===== src/rtl/comparador_multicanal_pkg.sv =====
// Shared definitions for the multi-channel magnitude comparator.
//   state_t  : controller states (IDLE -> SCAN -> DONE -> IDLE)
//   MODE_*   : values of the mode input (maximum / minimum search)
package comparador_multicanal_pkg;

    typedef enum logic [1:0] {
        ST_IDLE = 2'd0,
        ST_SCAN = 2'd1,
        ST_DONE = 2'd2
    } state_t;

    localparam logic MODE_MAX = 1'b0;
    localparam logic MODE_MIN = 1'b1;

endpackage


===== src/rtl/comparador_multicanal_celda.sv =====
// Combinational comparison cell: decides whether operand a strictly beats
// operand b under the selected search mode, and whether they are equal.
// Ports:
//   a, b    in  WIDTH  operands (two's complement when SIGNED=1)
//   mode    in  1      MODE_MAX: a > b wins; MODE_MIN: a < b wins
//   better  out 1      a strictly beats b
//   equal   out 1      a == b
module comparador_celda
    import comparador_multicanal_pkg::*;
#(
    parameter int WIDTH  = 3,
    parameter int SIGNED = 0
) (
    input  logic [WIDTH-1:0] a,
    input  logic [WIDTH-1:0] b,
    input  logic             mode,
    output logic             better,
    output logic             equal
);

    logic gt;
    logic lt;

    always_comb begin
        if (SIGNED != 0) begin
            gt = $signed(a) > $signed(b);
            lt = $signed(a) < $signed(b);
        end else begin
            gt = a > b;
            lt = a < b;
        end
        equal  = (a == b);
        better = (mode == MODE_MIN) ? lt : gt;
    end

endmodule


===== src/rtl/comparador_multicanal.sv =====
// Sequential N-channel magnitude comparator. On start, snapshots all channels
// and the mode, then scans one channel per clock to find the maximum (or
// minimum), its lowest channel index, and tie / all-equal flags.
// Ports:
//   clk      in   1           rising-edge clock
//   rst      in   1           synchronous reset, active-high
//   start    in   1           launch request, honoured only in IDLE
//   mode     in   1           0 = maximum, 1 = minimum (captured with start)
//   data_in  in   N_CH*WIDTH  channel k at data_in[k*WIDTH +: WIDTH]
//   busy     out  1           high while scanning and in the DONE cycle
//   done     out  1           one-cycle pulse, result fields valid from here on
//   result   out  WIDTH       winning value (0 when all equal and ZERO_ON_TIE)
//   index    out  IDX_W       channel index of the winner
//   tie      out  1           winning value present in two or more channels
//   all_eq   out  1           all channels hold the same value
module comparador_multicanal
    import comparador_multicanal_pkg::*;
#(
    parameter int WIDTH       = 3,
    parameter int N_CH        = 4,
    parameter int SIGNED      = 0,
    parameter int ZERO_ON_TIE = 1,
    localparam int IDX_W      = $clog2(N_CH)
) (
    input  logic                  clk,
    input  logic                  rst,
    input  logic                  start,
    input  logic                  mode,
    input  logic [N_CH*WIDTH-1:0] data_in,
    output logic                  busy,
    output logic                  done,
    output logic [WIDTH-1:0]      result,
    output logic [IDX_W-1:0]      index,
    output logic                  tie,
    output logic                  all_eq
);

    localparam logic [IDX_W-1:0] LAST_IDX = IDX_W'(N_CH - 1);

    state_t             state_q, state_d;
    logic [WIDTH-1:0]   snap [N_CH];
    logic               snap_load;
    logic               mode_q, mode_d;
    logic [WIDTH-1:0]   best_q, best_d;
    logic [IDX_W-1:0]   bidx_q, bidx_d;
    logic [IDX_W-1:0]   i_q, i_d;
    logic               tie_q, tie_d;
    logic               eq_q, eq_d;

    logic               busy_q, busy_d;
    logic               done_q, done_d;
    logic [WIDTH-1:0]   result_q, result_d;
    logic [IDX_W-1:0]   index_q, index_d;
    logic               tie_o_q, tie_o_d;
    logic               all_eq_q, all_eq_d;

    logic [WIDTH-1:0]   cand;
    logic               cand_better;
    logic               cand_equal;

    assign cand = snap[i_q];

    comparador_celda #(
        .WIDTH  (WIDTH),
        .SIGNED (SIGNED)
    ) u_celda (
        .a      (cand),
        .b      (best_q),
        .mode   (mode_q),
        .better (cand_better),
        .equal  (cand_equal)
    );

    always_ff @(posedge clk) begin
        if (rst) begin
            state_q  <= ST_IDLE;
            mode_q   <= 1'b0;
            best_q   <= '0;
            bidx_q   <= '0;
            i_q      <= '0;
            tie_q    <= 1'b0;
            eq_q     <= 1'b0;
            busy_q   <= 1'b0;
            done_q   <= 1'b0;
            result_q <= '0;
            index_q  <= '0;
            tie_o_q  <= 1'b0;
            all_eq_q <= 1'b0;
            for (int unsigned k = 0; k < N_CH; k++) begin
                snap[k] <= '0;
            end
        end else begin
            state_q  <= state_d;
            mode_q   <= mode_d;
            best_q   <= best_d;
            bidx_q   <= bidx_d;
            i_q      <= i_d;
            tie_q    <= tie_d;
            eq_q     <= eq_d;
            busy_q   <= busy_d;
            done_q   <= done_d;
            result_q <= result_d;
            index_q  <= index_d;
            tie_o_q  <= tie_o_d;
            all_eq_q <= all_eq_d;
            if (snap_load) begin
                for (int unsigned k = 0; k < N_CH; k++) begin
                    snap[k] <= data_in[k*WIDTH +: WIDTH];
                end
            end
        end
    end

    always_comb begin
        state_d   = state_q;
        snap_load = 1'b0;
        mode_d    = mode_q;
        best_d    = best_q;
        bidx_d    = bidx_q;
        i_d       = i_q;
        tie_d     = tie_q;
        eq_d      = eq_q;
        busy_d    = busy_q;
        done_d    = 1'b0;
        result_d  = result_q;
        index_d   = index_q;
        tie_o_d   = tie_o_q;
        all_eq_d  = all_eq_q;

        case (state_q)
            ST_IDLE: begin
                if (start) begin
                    state_d   = ST_SCAN;
                    snap_load = 1'b1;
                    mode_d    = mode;
                    best_d    = data_in[WIDTH-1:0];
                    bidx_d    = '0;
                    i_d       = IDX_W'(1);
                    tie_d     = 1'b0;
                    eq_d      = 1'b1;
                    busy_d    = 1'b1;
                end
            end

            ST_SCAN: begin
                if (cand_better) begin
                    best_d = cand;
                    bidx_d = i_q;
                    tie_d  = 1'b0;
                end else if (cand_equal) begin
                    tie_d  = 1'b1;
                end
                if (!cand_equal) begin
                    eq_d = 1'b0;
                end
                i_d = i_q + IDX_W'(1);
                // Output registers load from the last compare's next-state
                // values so done and the result appear together in DONE.
                if (i_q == LAST_IDX) begin
                    state_d  = ST_DONE;
                    done_d   = 1'b1;
                    tie_o_d  = tie_d;
                    all_eq_d = eq_d;
                    if ((ZERO_ON_TIE != 0) && eq_d) begin
                        result_d = '0;
                        index_d  = '0;
                    end else begin
                        result_d = best_d;
                        index_d  = bidx_d;
                    end
                end
            end

            ST_DONE: begin
                state_d = ST_IDLE;
                busy_d  = 1'b0;
            end

            default: begin
                state_d = ST_IDLE;
                busy_d  = 1'b0;
            end
        endcase
    end

    assign busy   = busy_q;
    assign done   = done_q;
    assign result = result_q;
    assign index  = index_q;
    assign tie    = tie_o_q;
    assign all_eq = all_eq_q;

endmodule


===== config.mk =====
export PLATFORM = sky130hd
export DESIGN_NAME = comparador_multicanal
export DESIGN_NICKNAME = d
export VERILOG_FILES = /design/src/rtl/comparador_multicanal_pkg.sv /design/src/rtl/comparador_multicanal_celda.sv /design/src/rtl/comparador_multicanal.sv
export SDC_FILE = /design/constraint.sdc
export NUM_CORES = 1
export LEC_CHECK = 0
export CAP_MARGIN = 20
export CORE_UTILIZATION = 40
export DETAILED_ROUTE_END_ITERATION = 8
export PLACE_DENSITY = 0.76
export REMOVE_ABC_BUFFERS = 1
export SLEW_MARGIN = 20
export SYNTH_ARGS = -nofsm -noshare
export SYNTH_HDL_FRONTEND = slang
export SYNTH_SLANG_ARGS = --single-unit

===== constraint.sdc =====
create_clock -name clk -period 2.4 [get_ports clk]
set_input_delay 0.48 -clock clk [delete_from_list [all_inputs] [get_ports clk]]
set_output_delay 0.48 -clock clk [all_outputs]
set_load 0.01 [all_outputs]

==> reports/results.txt <==
The sequential element share of the synthesized area came out at 0.5373. The class of the most critical hold timing path is flip-flop to flip-flop. Max-cap violations in this run came to 0.

The maximum fanout along the worst path is 4. For this block, the routed nets add up to 3046 um of wire. The setup-violating endpoint count in the final report is 10, and the initial antenna violation count is 0. The summed instance area of the synthesized netlist is 1528 um2, and the final cell count without fillers is 227.

The logs give 0.7088 for the worst slew slack as a fraction of its limit and 198 for the final-stage net count. The final routed DRC violation total was 0. Ranked by instance count, the synthesized netlist is headed by dfxtp_1, and3_1, nand2_1.

The portion of the clock cycle consumed by the worst path in the final layout came out at 1.031. Number of endpoints with negative hold slack in the final report: 0. For this design, the sink count on the clock tree is 35.

Starting DRC count in detailed routing: 51. The repair_antennas step left the layout with diodes totalling 0. The run gives 7.256 ps as the clock skew. The endpoint class of the critical path was a flip-flop. TritonCTS built the clock tree.

Before antenna repair, the detailed router went through 4 iterations. The wire-length estimate of the detail-placed layout is 2208 um. After clock tree synthesis, the clock-pin slew on the worst setup and hold paths is 60 ps. Setup repair after global routing could not meet its margin everywhere.

Port buffering added 24 buffers. After detailed placement, the design holds a cell count of 216. Data arrives at the worst endpoint at 2640 ps.

Among all cell types in the netlist, the one instantiated most often is dfxtp_1. Synthesis produced 134 cells. The total core area was 3661 um2; the clock period minus final worst setup slack was 2475 ps. The run finished, with violations left.

The worst setup path is of the flip-flop to flip-flop kind. By area the synthesized netlist is led by dfxtp_1, edfxtp_1, and3_1. Timing would allow up to 0.4040 GHz.

Routability-driven placement finished with a final weighted congestion of 0.8037. Across the VDD grid, the largest voltage drop is 448.7 uV. The number of antenna-violating nets in the routed design was 0; the flip-flop and latch count after synthesis was 35. For this run, the leading register cell type out of synthesis is dfxtp_1. The final global-route overflow total came out at 0.

The detail-routed via count per cell was 5.097. In this run the mean area of a mapped cell was 11.40 um2. Entering global routing, the biggest net connects 13 pins. Buffers inserted during clock tree synthesis total 5. The area growth from synthesis to layout is 36.61%.

The post-detailed-route wirelength per cell is 13.42 um. The number of warning messages in the yosys log is 0, and the share of synthesized flip-flops with an asynchronous set or reset is 0. The run gives 280 ps as the later-pin clock latency in the skew report.

Of all cell types, the one taking the most synthesized area is dfxtp_1. STA classifies the critical path startpoint as a flip-flop. The standard cell area after detailed placement was 1914 um2; the starting density of the core was 0.4173. The overall global routing resource usage is 0.1658.

The number of distinct library cell variants in the gate-level netlist after synthesis is 35. At the pin with the least slew margin, the transition time is 432.3 ps. The max-slew violation count is 0. Dividing total power by cell area gives a power density of 729.0 nW/um2. The die covers 4070 um2. The number of synthesized flops with an enable pin is 12, and the via count of the first global-routing pass is 1170. For the clock tree buffer depth, the log shows 2.

The portion of synthesized cell area occupied by the leading cell type was 0.3014. The least setup slack across all paths after layout was -74.98 ps. Share of cells above drive strength 1: 0.2123.

The number of core rows is 22, and the critical path data required time is 2570 ps. Clock tree synthesis selected as its root buffer the cell clkbuf_8. The checks that failed: negative setup slack. After routing the design area is 2087 um2.

The static power due to leakage is 0.8375 nW, and the count of boundary I/O pins is 25. In this run the horizontal extent of the chip is 63.80 um. The tools report the total number of vias as 1157. In this run the number of H-tree levels came out at 2. The logs give 445.7 ps for the worst hold-check slack and 5154 um for the global-route wire length before repair. The die is 63.80 um tall.
[cell families after synthesis]
group	share of synthesized area
AO/OA/AOI/OAI	0.1351
adder cells (fa/ha/maj)	0.03276
buffers and inverters	0.02211
flip-flops	0.5373
multiplexers	0.09091
AND/OR/NAND/NOR	0.1818
[layout by cell type, fill, tap and decap left out, drive strengths merged, types with 2 or more instances in the layout]
cell type / n
dfxtp: 23
mux2i: 6
and3: 15
ha: 4
nor4: 2
clkdlybuf4s50: 24
inv: 6
mux4: 3
nor2: 8
a21oi: 5
nor3: 2
a22o: 3
a221o: 2
edfxtp: 12
clkbuf: 8
nor2b: 2
o21ai: 11
buf: 16
nand2: 13
[cell type report]
class	instances	area (um2)
clock buffer	8	80.08
fill	317	1574
inverter	6	22.52
multi-input combinational	90	720.7
sequential	35	824.5
tap	48	60.06
timing repair buffer	40	379.1
[power by group]
| group | leakage (nW) | switching [mW] | internal [mW] |
|---|---|---|---|
| logic | 0.480 | 0.193 | 0.247 |
| registers | 0.318 | 0.0281 | 0.658 |
| clock network | 0.0395 | 0.190 | 0.206 |
| total | 0.837 | 0.411 | 1.11 |
[path summary, 6_finish.rpt]
path | from | end | slack [ps] | cells past startpoint
setup / recovery | flip-flop | best_q[0] | -70 | 7
hold reg to reg | index[0] | index[0] | 450 | 2
hold / removal | index[0] | index[0] | 450 | 2
setup reg to reg | flip-flop | best_q[0] | -70 | 7
[registers in the layout, indices dropped and copies added, names as in the netlist, 2 cells and up, named ones only]
signal,count
result,3
index,2
state_q,2
bidx_q,2
snap,12
best_q,3
i_q,2
[per-stage QoR]
stage | utilization | setup slack, ps | total power, mW | setup TNS (ps)
3_3_place_gp | 0.5229 | -130.7 | 1.045 | -737.9
2_1_floorplan | - | -135.6 | 0.9071 | -648.4
6_report | 0.5701 | -74.98 | 1.521 | -460.5
5_1_grt | 0.5701 | -162.8 | 1.595 | -1358
3_5_place_dp | 0.5229 | -234.7 | 1.060 | -1665
4_1_cts | 0.5629 | -112.8 | 1.505 | -595.8
[routing by layer]
layer  wire length, um  vias up  GRT usage  part of all wire
li1                  -      584          -                 -
met1              1335      531     0.1943              0.44
met2              1495       36     0.2806              0.49
met3               160        6    0.05179             0.053
met4                55        0    0.06534             0.018
met5                 0        -          0                 0
[repair_timing]
item,in CTS,in global routing
resized for setup,9,5
gates cloned,0,0
setup endpoints to repair,10,10
setup buffers,2,1
hold endpoints to repair,0,0
pin swaps,4,7
hold buffers,0,0
[worst max-delay path: stages, from the launching register on]
cell	delay, ps
dfxtp_4	370
mux4_2	540
ha_4	260
nor2b_4	130
o211a_1	270
o41ai_2	350
a21oi_2	140
a221o_1	300
(Power assumes the default switching activity.)
